===== config.mk =====
export PLATFORM = sky130hd
export DESIGN_NAME = parallel_to_serial_tx_flat
export DESIGN_NICKNAME = d
export VERILOG_FILES = /design/src/rtl/parallel_to_serial_tx_if.sv /design/src/rtl/parallel_to_serial_tx.sv /design/src/flat_wrapper.sv
export SDC_FILE = /design/constraint.sdc
export NUM_CORES = 1
export LEC_CHECK = 0
export CORE_ASPECT_RATIO = 0.7
export CORE_MARGIN = 1
export CORE_UTILIZATION = 40
export DETAILED_ROUTE_END_ITERATION = 7
export GPL_TIMING_DRIVEN = 0
export MAX_ROUTING_LAYER = met4
export PLACE_DENSITY_LB_ADDON = 0.1
export SYNTH_ARGS = -nofsm -noshare
export SYNTH_HDL_FRONTEND = slang
export SYNTH_SLANG_ARGS = --single-unit
export TNS_END_PERCENT = 30

===== constraint.sdc =====
create_clock -name clk -period 4.9 [get_ports clk]
set_input_delay 0.49 -clock clk [delete_from_list [all_inputs] [get_ports clk]]
set_output_delay 0.49 -clock clk [all_outputs]
set_load 0.1 [all_outputs]

===== src/rtl/parallel_to_serial_tx_if.sv =====
// Load handshake and serial output bundle for parallel_to_serial_tx.
// The master drives words in; the slave (the transmitter) drives the serial side.
interface parallel_to_serial_tx_if #(
    parameter int N = 8
);
    logic [N-1:0] load_data;
    logic         load_valid;
    logic         load_ready;
    logic         sdata;
    logic         svalid;
    logic         frame_start;
    logic         frame_last;
    logic         underrun_tick;

    modport master (
        output load_data, load_valid,
        input  load_ready, sdata, svalid, frame_start, frame_last, underrun_tick
    );

    modport slave (
        input  load_data, load_valid,
        output load_ready, sdata, svalid, frame_start, frame_last, underrun_tick
    );
endinterface


===== src/rtl/parallel_to_serial_tx.sv =====
// Parallel-to-serial transmitter: one shifting word plus a one-word holding register,
// with same-cycle bypass on the last bit so consecutive frames stream gap-free.
module parallel_to_serial_tx #(
    parameter int N         = 8,
    parameter bit LSB_FIRST = 1'b1
) (
    input  logic                    clk,
    input  logic                    reset_n,
    parallel_to_serial_tx_if.slave  bus
);
    localparam int CW = $clog2(N);
    localparam logic [CW-1:0] LAST = CW'(N - 1);

    typedef enum logic {IDLE = 1'b0, SHIFT = 1'b1} state_t;

    state_t          state, state_nx;
    logic [N-1:0]    shift_reg, hold_reg;
    logic [CW-1:0]   bit_cnt;
    logic            hold_full;
    logic            on_last, reload, accept;

    always_ff @(posedge clk or negedge reset_n) begin
        if (!reset_n) state <= IDLE;
        else          state <= state_nx;
    end

    // A reload edge is where the next frame (held or bypassed) gets picked up.
    always_comb begin
        on_last  = (state == SHIFT) && (bit_cnt == LAST);
        reload   = (state == IDLE) || on_last;
        accept   = bus.load_valid && !hold_full;
        state_nx = state;
        if (reload)
            state_nx = (hold_full || accept) ? SHIFT : IDLE;
    end

    always_comb begin
        bus.load_ready    = !hold_full;
        bus.svalid        = (state == SHIFT);
        bus.sdata         = bus.svalid && (LSB_FIRST ? shift_reg[0] : shift_reg[N-1]);
        bus.frame_start   = bus.svalid && (bit_cnt == '0);
        bus.frame_last    = on_last;
        bus.underrun_tick = on_last && !hold_full && !accept;
    end

    always_ff @(posedge clk or negedge reset_n) begin
        if (!reset_n) begin
            shift_reg <= '0;
            hold_reg  <= '0;
            bit_cnt   <= '0;
            hold_full <= 1'b0;
        end else if (reload) begin
            // The held word always wins; load_ready is low then so nothing else competes.
            if (hold_full) begin
                shift_reg <= hold_reg;
                hold_full <= 1'b0;
                bit_cnt   <= '0;
            end else if (accept) begin
                shift_reg <= bus.load_data;
                bit_cnt   <= '0;
            end
        end else begin
            bit_cnt   <= bit_cnt + CW'(1);
            shift_reg <= LSB_FIRST ? (shift_reg >> 1) : (shift_reg << 1);
            if (accept) begin
                hold_reg  <= bus.load_data;
                hold_full <= 1'b1;
            end
        end
    end
endmodule


===== src/flat_wrapper.sv =====
// flat-port wrapper written by rule: the top's interface ports become plain ports
module parallel_to_serial_tx_flat 
#(
    parameter int N         = 8,
    parameter bit LSB_FIRST = 1'b1
)
  (clk, reset_n, bus_load_data, bus_load_valid, bus_load_ready, bus_sdata, bus_svalid, bus_frame_start, bus_frame_last, bus_underrun_tick);
  parallel_to_serial_tx_if #(.N(N)) bus_i ();
  input  logic clk;
  input  logic reset_n;
  input wire logic [$bits(bus_i.load_data)-1:0] bus_load_data;
  input wire logic [$bits(bus_i.load_valid)-1:0] bus_load_valid;
  output wire logic [$bits(bus_i.load_ready)-1:0] bus_load_ready;
  output wire logic [$bits(bus_i.sdata)-1:0] bus_sdata;
  output wire logic [$bits(bus_i.svalid)-1:0] bus_svalid;
  output wire logic [$bits(bus_i.frame_start)-1:0] bus_frame_start;
  output wire logic [$bits(bus_i.frame_last)-1:0] bus_frame_last;
  output wire logic [$bits(bus_i.underrun_tick)-1:0] bus_underrun_tick;
  assign bus_i.load_data = bus_load_data;
  assign bus_i.load_valid = bus_load_valid;
  assign bus_load_ready = bus_i.load_ready;
  assign bus_sdata = bus_i.sdata;
  assign bus_svalid = bus_i.svalid;
  assign bus_frame_start = bus_i.frame_start;
  assign bus_frame_last = bus_i.frame_last;
  assign bus_underrun_tick = bus_i.underrun_tick;
  parallel_to_serial_tx #(.N(N), .LSB_FIRST(LSB_FIRST)) u_core (.clk(clk), .reset_n(reset_n), .bus(bus_i));
endmodule

* Word level (Yosys, flattened, before mapping)
Cells that the tools add are included.
Storage, ports and cells: bits in registers 21, input port bits 11, word-level logic and storage cells 32
Operators by class: add/subtract/negate cells 1, eq/ne operators 2, muxes and demuxes 9, bitwise operators 2, reduce and logical (&&, ||, !) cells 13
Operators with widths (number):
- $mux 8 | 3
- $mux 3 | 3
- $logic_and 1x1->1 | 6
- $add 3x1->3 const B | 1
- $eq 3x3->1 const B | 1
- $logic_not 3->1 | 1
- $mux 1 | 3
- $ne 3x2->1 const B | 1
- $logic_not 1->1 | 2
- $logic_or 1x1->1 | 2
- $not 1->1 | 2
- $reduce_and 2->1 | 1
- $reduce_bool 2->1 | 1

* Logic depth before layout (Yosys ltp)
word-level depth 5, mapped depth 7, depth with buffers taken out 6

* Least setup slack after synthesis
OpenSTA, ideal clock, no wires.
kind register to output, from register u_core.state (netlist: u_core.bus.svalid), to output bus_underrun_tick, arrival time 2.707 ns, data required time 4.410 ns, path slack 1.703 ns, stages on the path, launching flop included 3, buffers on the path 0, cell sequence dfrtp_1 > and2_1 > and2_1
On the way: longest elaborated chain between the ends 3
Ends and longest elaborated chain:
- from (decl) | line parallel_to_serial_tx.sv:16 | state_t state, state_nx;
- from (signal assigned) | line parallel_to_serial_tx.sv:24 | else state <= state_nx;
- $logic_and 1x1->1 | line parallel_to_serial_tx.sv:29 | on_last = (state == SHIFT) && (bit_cnt == LAST);
- net bus_frame_last | line flat_wrapper.sv:17 | output wire logic [$bits(bus_i.frame_last)-1:0] bus_frame_last;
- $logic_and 1x1->1 (2 in series) | line parallel_to_serial_tx.sv:43 | bus.underrun_tick = on_last && !hold_full && !accept;
- to (decl) | line flat_wrapper.sv:18 | output wire logic [$bits(bus_i.underrun_tick)-1:0] bus_underrun_tick;
The timed path passes the listed nets, and every way through them passes these cells.

* Worst setup path after layout
from input bus_load_valid, to output bus_underrun_tick
On the way: longest elaborated chain between the ends 3
Ends and longest elaborated chain:
- from (decl) | line flat_wrapper.sv:12 | input wire logic [$bits(bus_i.load_valid)-1:0] bus_load_valid;
- $logic_and 1x1->1 | line parallel_to_serial_tx.sv:31 | accept = bus.load_valid && !hold_full;
- $logic_not 1->1 | line parallel_to_serial_tx.sv:43
- $logic_and 1x1->1 | line parallel_to_serial_tx.sv:43
No other way between the ends.

==> impl_metrics.yaml <==
logic_synthesis:
  synth_mux_area_frac: 0.1234
  synth_seq_area_share: 0.4982
  synth.avg_cell_area_um2: 10.99
  synth_top_family_by_area: "simple AND/OR/NAND/NOR gates"
  synth_cells: 96
  synth_warnings: 0
  yosys.cell_types.count: 23
  synth_area_um2: 1055
  yosys.area_share.simple: 0.1459
  synth_seq_cells: 21
  synthAdderAreaFrac: 0.03559
  synth_compound_area_frac: 0.1435
  syn-num-nets: 110
  synth-xor-area-share: 0
placement:
  place_inst: 146
  io_buffers: 16
  dp_worst_setup_slack_ns: 1.555
  routabilityCongestion: 0.6927
  dp_hpwl_mm: 1.465
  post_dp_cell_area_um2: 1257
clock_network:
  root_buffer: "clkbuf_8"
  cts-resized-gates: 0
  cts_made_buffers: 3
  insertion_delay_ns: 0.26
  clk_pin_slew_ns: 0.07
  h-tree-depth: 1
  clk_path_buf_depth: 2
  cts_tree: "done"
  cts_hold_buf: 0
  clkSinkCount: 21
  cts_setup_buffers: 0
floorplan:
  start_util: 0.4258
  die_x_um: 63.38
  die-height_um: 44.97
  ios: 17
  fp-row-count: 15
  core_um2: 2477
  die-area_um2: 2850
route:
  finalWirelength_mm: 2.205
  drtAntennaViolNets: 0
  drc: 0
  vias: 770
  drt-pass1-iter-count: 4
  vias_per_cell: 5.133
  drt-initial-drc-count: 50
  wl_per_cell_um: 14.70
hold_path:
  hold_class: "register to register"
flow_run:
  maxCapViolCount: 0
finish:
  area_growth_pct: 23.61
  fillCellCount: 240
  mostFrequentLayoutCell: "dfrtp_1"
  antenna_cells: 0
  stdcell_area_um2: 1304
  stdcell_count: 150
  fin_util: 0.5263
  drive_gt1_frac: 0.1983
  layout_common_cells: "21 x dfrtp_1, 16 x clkdlybuf4s50_1, 9 x nand2_1, 9 x o21ai_1"
  nNetsFinal: 131
power:
  sw_frac_of_total: 0.4050
  p_leak_nw: 0.5810
  vdd_drop_max_v: 0.0003007
  power_frac_seq: 0.377
  total_power_uw: 757.4
  pwr-share-comb: 0.472
  internal_power_uw: 450.7
  power_frac_clock: 0.151
  p_switching_uw: 306.7
  powerDensity_nw_per_um2: 580.9
timing:
  hold_ws_ns: 0.4930
  fin_crit_ns: 3.371
  layout_setup_ws_ns: 1.529
  setup_tns_ns: 0
  max_slew_margin: 0.3523
  finalSetupViolCount: 0
  drv_slew: 0
  finalHoldViolations: 0
  skew_ns: 0.006722
  period_share: 0.6879
  worstMarginPinSlew_ns: 0.9685
  max_clock_freq_mhz: 296.7
  rsz0062_at_grt: "false"
worst_setup_path:
  worst-endpoint-required_ns: 4.41
  crit_type: "primary input to output port"
  crit_fanout: 10
  critPathLaunchType: "primary input"
  end_kind: "output port"
  worstPathArrival_ns: 2.88
global_route:
  grt_pass1_vias: 743
  grtUsageTotal: 0.1762
  grt_max_degree: 22
  overflow: 0
  antenna_found_initial: 0
  grt_pass1_wl_mm: 3.532
status:
  status: "finished, final reports clean"
==> synth_stat cells (all sizes together) <==
cell type / number / area (um2)
ha: 3 / 37.54
a22o: 1 / 8.760
mux2: 8 / 120.1
nand2b: 1 / 6.260
a211oi: 7 / 52.55
nor3: 1 / 10.01
and3: 1 / 11.26
mux2i: 1 / 10.01
nor2: 3 / 11.26
a21oi: 1 / 5.000
and2: 3 / 18.77
buf: 6 / 41.28
nor2b: 8 / 57.55
o21ai: 17 / 85.08
dfrtp: 21 / 525.5
inv: 4 / 15.02
nand3: 1 / 5.000
nand2: 9 / 33.78
==> per-layer routing <==
metal,vias up,share of wire,track usage
met2,15,0.43,0.2766
met3,0,0.041,0.06061
li1,369,-,-
met1,386,0.53,0.2245
met4,0,0,0.03182
met5,-,0,-
==> worst max-delay path, stage by stage <==
cell             delay, ns
clkdlybuf4s50_1       0.59
buf_4                 0.28
nor2_1                0.22
and2_1                0.17
clkdlybuf4s50_1       1.12
==> cell families after synthesis <==
logic type                 count (synthesis)
and+or+nand+nor                           27
AOI/OAI and AO/OA                         26
DFF                                       21
muxes                                      9
buffers and inverters                     10
adders and majority gates                  3
==> power groups by stage <==
stage	Combinational, mW	Clock [mW]	Sequential [mW]
finish	0.358	0.114	0.285
global route	0.383	0.125	0.294
CTS	0.360	0.117	0.285
detailed placement	0.358	0	0.287
global placement	0.352	0	0.284
floorplan	0.279	0	0.280
==> layout make-up <==
type | count | area, um2 | share of cell area
clock inverters | 1 | 5.005 | 0.003839
clock buffers | 3 | 41.29 | 0.03167
multi-input cells | 65 | 473.0 | 0.3628
flip-flops and latches | 21 | 525.5 | 0.4031
inverters | 4 | 15.01 | 0.01152
plain buffers | 6 | 41.29 | 0.03167
well taps | 34 | 42.54 | 0.03263
repair buffers | 16 | 160.2 | 0.1228
==> path summary, 6_finish.rpt <==
path	startpoint	endpoint	cells after the start	slack, ns
setup / recovery	bus_load_valid	bus_underrun_tick	5	1.53
hold / removal	u_core.shift_reg[6]	u_core.shift_reg[5]	2	0.49
setup reg to reg	u_core.bit_cnt[0]	u_core.hold_reg[6]	6	3.17
hold reg to reg	u_core.shift_reg[6]	u_core.shift_reg[5]	2	0.49
max in group asynchronous	reset_n	u_core.bit_cnt[1]	1	3.55
min in group asynchronous	reset_n	u_core.hold_reg[1]	1	0.76
(Power assumes the default switching activity.)
